===== src/rtl/reg_pipe.sv =====
// Elastic pipeline register: DEPTH valid/ready stages with bubble
// collapse, pass-through ready chain and synchronous flush.
module reg_pipe #(
  parameter int unsigned WIDTH = 8,
  parameter int unsigned DEPTH = 2,
  parameter logic [WIDTH-1:0] RESET_VAL = '0,
  localparam int unsigned CW = $clog2(DEPTH + 1)
) (
  input  logic             CLK,
  input  logic             RST,
  input  logic             CLR,
  input  logic             IN_VALID,
  output logic             IN_READY,
  input  logic [WIDTH-1:0] IN,
  output logic             OUT_VALID,
  input  logic             OUT_READY,
  output logic [WIDTH-1:0] OUT,
  output logic [CW-1:0]    COUNT
);

  logic [DEPTH-1:0] vv;

  for (genvar g = 0; g < DEPTH; g++) begin : st
    logic             v;
    logic             adv;
    logic             rx;
    logic [WIDTH-1:0] d;
    logic [WIDTH-1:0] din;

    // Ready chain is evaluated from the output end
    if (g == DEPTH - 1) begin : g_last
      assign adv = v & OUT_READY;
    end else begin : g_mid
      assign adv = v & (!st[g+1].v | st[g+1].adv);
    end

    if (g == 0) begin : g_first
      assign rx  = IN_VALID & IN_READY;
      assign din = IN;
    end else begin : g_rest
      assign rx  = st[g-1].adv;
      assign din = st[g-1].d;
    end

    always_ff @(posedge CLK or posedge RST) begin
      if (RST) begin
        v <= 1'b0;
        d <= RESET_VAL;
      end else if (CLR) begin
        v <= 1'b0;
        d <= RESET_VAL;
      end else if (rx) begin
        v <= 1'b1;
        d <= din;
      end else if (adv) begin
        v <= 1'b0;
      end
    end

    assign vv[g] = v;
  end

  assign IN_READY  = (!st[0].v | st[0].adv) & !CLR;
  assign OUT_VALID = st[DEPTH-1].v;
  assign OUT       = st[DEPTH-1].d;

  always_comb begin
    COUNT = '0;
    for (int i = 0; i < DEPTH; i++) begin
      COUNT = COUNT + CW'(vv[i]);
    end
  end

endmodule


===== config.mk =====
export PLATFORM = sky130hd
export DESIGN_NAME = reg_pipe
export DESIGN_NICKNAME = d
export VERILOG_FILES = /design/src/rtl/reg_pipe.sv
export SDC_FILE = /design/constraint.sdc
export NUM_CORES = 1
export LEC_CHECK = 0
export ABC_AREA = 1
export CAP_MARGIN = 5
export CORE_ASPECT_RATIO = 1.4
export CORE_UTILIZATION = 43
export CTS_BUF_LIST = sky130_fd_sc_hd__clkbuf_8
export CTS_CLUSTER_SIZE = 20
export DETAILED_ROUTE_END_ITERATION = 10
export PLACE_DENSITY = 0.77
export SLEW_MARGIN = 20
export SYNTH_ARGS = -nofsm -noshare
export SYNTH_HDL_FRONTEND = slang
export SYNTH_SLANG_ARGS = --single-unit

===== constraint.sdc =====
create_clock -name CLK -period 1.05 [get_ports CLK]
set_clock_uncertainty 0.1 [all_clocks]
set_input_delay 0.2625 -clock CLK [delete_from_list [all_inputs] [get_ports CLK]]
set_output_delay 0.2625 -clock CLK [all_outputs]
set_load 0.1 [all_outputs]

**Word-level counts from Yosys, hierarchy flattened**

Cells that the tools add are included.

- Bitwise gates (word level): 6
- Muxes and demuxes: 10
- Reduce and logical (&&, ||, !) cells: 7
- $add $sub $neg: 1

Operators by type and width:

| operator | number |
|---|---|
| $mux W8 | 4 |
| $mux W1 | 6 |
| $reduce_bool A3 Y1 | 2 |
| $and A1 B1 Y1 | 4 |
| $reduce_bool A2 Y1 | 2 |
| $logic_not A1 Y1 | 3 |
| $add A1 B1 Y2 | 1 |
| $or A1 B1 Y1 | 2 |

- Flip-flop bits (word level): 18
- Output and inout bits: 12
- Input port bits: 13

**Depth between registers and ports, before layout**

- Word-level depth: 8
- Depth in mapped cells: 6
- Mapped depth without buffers: 6

**Least setup slack after synthesis**

OpenSTA, ideal clock, no wires.

- Path type: register to output
- Start point: register st[1].v (netlist: OUT_VALID)
- End point: output COUNT[1]
- Cell stages (with the launch flop): 2
- Path slack: -1.231 ns
- Arrival time: 1.918 ns
- Path buffers: 0
- Path through: dfrtp_1 > ha_1

- Cells in the longest elaborated chain, start to end: 1

Ends and longest elaborated chain:

| what | RTL line | RTL |
|---|---|---|
| from (decl) | 24 | `logic v;` |
| from (signal assigned) | 47 | `v <= 1'b0;` |
| from (signal assigned) | 50 | `v <= 1'b0;` |
| from (signal assigned) | 53 | `v <= 1'b1;` |
| $add A1 B1 Y2 | 70 | `COUNT = COUNT + CW'(vv[i]);` |
| to (decl) | 18 | `output logic [CW-1:0] COUNT` |

Every way passes these cells.

**Worst setup path in the final report**

- Start point: register st[1].v (netlist: OUT_VALID)
- End point: output COUNT[0]

Same word-level chain as after synthesis.

==> results.md <==
* Worst path required time at approximately 0.69 ns
* Yosys cell types at 15
* CTS hold repair buffers at 0
* YS warnings at 0
* Top-area cell type share of the netlist area at 53.7%
* Max Freq at 0.627 GHz
* Critical path fanouts, max at 3
* Starting Density at a little under half
* Final net count at 141
* Total Wirelength at roughly 2.3 mm
* Reg-to-reg slack, setup at -0.27 ns
* Top post-synthesis cells by area: dfrtp_1 (54%), nand2_1 (11%), nand3_2 (8.3%)
* Final Max Tran Viols at 0
* Fin util at 84.9%
* Max cap viols at 0
* Grt ovf at 0
* Endpoints failing hold at 0
* Kind of cell adding the most delay to the critical path: flip-flops
* P per Cell Area at 1200 nW/um^2
* Syn Inst Count at 83
* Clock Tree Buf Depth at 2
* Startpoint Class: flip-flop
* Std-Cell Rows at 18
* Hold Slack at roughly 0.21 ns
* Synthesized Nets at 97
* Die span in y at 54.3 um
* Post-route ant nets at 0
* Pin count of the biggest net entering global routing at 19
* RSZ-0062 raised after global routing: true
* Setup violators final at 30
* Seq/Total Area, Yosys at roughly 54%
* Synthesized area at between 800 and 900 um^2
* FF+latch count, synth at 18
* First-pass GRT wire length at ~3.6 mm
* Vias at around 800
* Commonest non-fill, non-tap cell in the layout: nand2_1
* Share of layout cells above drive strength 1 at 51.6%
* # IOs at 25
* DRC viols at 0
* Pwr Total at approximately 1800 uW
* Failing checks: setup timing
* HPWL Detailed at between 1 and 1.5 mm
* Relative slew slack at between 80 and 90%
* # H-tree levels at 1
* CP peak stage delay at about 0.51 ns
* Reg2Reg Depth at 6
* Vias in the first global route at between 700 and 800
* Max VDD drop at 1.13 mV
* CTS Root Cell: clkbuf_8
* Post-synth top area cell: dfrtp_1
* Setup Crit Path Kind: flip-flop to primary output
* Worst endpoint data arrival time at approximately 1.2 ns
* DR iter-0 viols at 16
* CTS clock-pin slew for the worst setup and hold paths at ~0.070 ns
* Die X-Extent at between 30 and 40 um
* Worst-margin pin slew at approximately 0.25 ns
* Core Box Area at 1800 um^2
* Detailed Routing Iterations Pass 1 at 4
* R2r startpoint: OUT_VALID
* Cts bufs inserted at 3
* Port-buffer cells at 24
* Buffers & Inverters on Critical Path at 1
* Reg-to-Reg End: OUT[4]
* Area growth from synthesis to layout at 82.1%
* Dpl ws at -0.636 ns
* Worst skew pair latency at 0.26 ns
* WL per Instance at around 15 um
* Vias per Instance at ~5.4
* Ant. Diodes at 0
* CTS Sinks at 18
* Most frequent cells in the layout: nand2_1 (22), buf_12 (15), buf_4 (11)
* Leak at 0.000717 uW
* Fin crit share at 152%
* Status: complete, but fails checks
* Die ar. at ~2100 um^2
* Tmin final at approximately 1.6 ns
* CP Capture Type: primary output
* CP Cell Sequence: ha_4 -> buf_12
* Initial antenna violation count at 0
* Final worst slack at -0.544 ns
* TritonCTS clock tree: done
* Fill cells at around 110
* Syn Area/Cell at 10.1 um^2
* Final Wtd Congestion at just under 0.8
* Type of the most critical hold path: primary input to async pin
* CP max-delay cell: dfrtp_4
* GR Util All Layers at about a quarter
==> tightest hold or removal path: cells and delay by family <==
family | cells | cell delay, ns
buf+inv | 3 | 0.65
==> sequential cells by signal, summed over array words and instances, names as in the netlist <==
register	count
OUT	8
OUT_VALID	1
st.d	8
st.v	1
==> stage by stage <==
step | TNS (ns) | instance area (um^2) | instances
after CTS | -6.42 | 1520 | 145
final | -6.97 | 1530 | 146
after floorplan | -6.12 | 867 | 83
after detailed placement | -10.40 | 1330 | 134
after global routing | -8.00 | 1530 | 146
after global placement | -9.59 | 1330 | 134
==> kinds of logic after synthesis <==
family	share of synthesized area, %
buffers and inverters	5.51
AND/OR/NAND/NOR	37.9
adder cells (fa/ha/maj)	1.49
AO/OA/AOI/OAI	1.49
flip-flops	53.7
==> worst max-delay path by stage <==
stage,start,slack (ns),depth (start not counted),endpoint
final,OUT_VALID,-0.54,2,COUNT[0]
after global routing,OUT_VALID,-0.57,2,COUNT[0]
after CTS,OUT_VALID,-0.55,2,COUNT[0]
after floorplan,OUT_VALID,-0.64,3,IN_READY
after global placement,CLR,-0.56,6,st[0].d[4]
after detailed placement,CLR,-0.64,6,st[0].d[2]
==> cell type report <==
cell class              instances  area, um^2  share of cell area (%)
clock buffers                   4        55.1                    3.60
multi-input cells              58         405                    26.5
inverters                       5        22.5                    1.47
repair buffers                 41         556                    36.3
well taps                      20        25.0                    1.64
flip-flops and latches         18         465                    30.4
==> what timing repair did <==
action                                  4_1_cts  5_1_grt
endpoints found under the setup margin       30       30
pin swaps                                     7        8
setup buffers                                 6        2
gates cloned                                  2        0
resized for setup                            14        3
==> routing by layer <==
| layer | up-vias | track usage [%] | share of wire (%) |
|---|---|---|---|
| li1 | 369 | - | - |
| met1 | 388 | 28.9 | 39 |
| met2 | 26 | 46.1 | 57 |
| met3 | 2 | 3.66 | 3.3 |
| met4 | 0 | 6.90 | 0.80 |
| met5 | - | 0 | 0 |
==> cells in the mapped netlist <==
library cell and n:
nand3_4 2, nor2_4 1, o31ai_1 1, inv_1 3
dfrtp_1 18, buf_2 1, nand3_1 9, ha_1 1
nand3_2 7, nand2_2 2, buf_6 2, nand2_1 25
nand4_1 8, inv_2 2, a21oi_1 1
==> power by group <==
group / switching [uW] / internal, uW / total, uW
Combinational: 276 / 215 / 492
Clock: 237 / 333 / 571
Sequential: 38.0 / 731 / 769
Total: 551 / 1280 / 1830
Note: power is estimated with default switching activity, not from simulation.
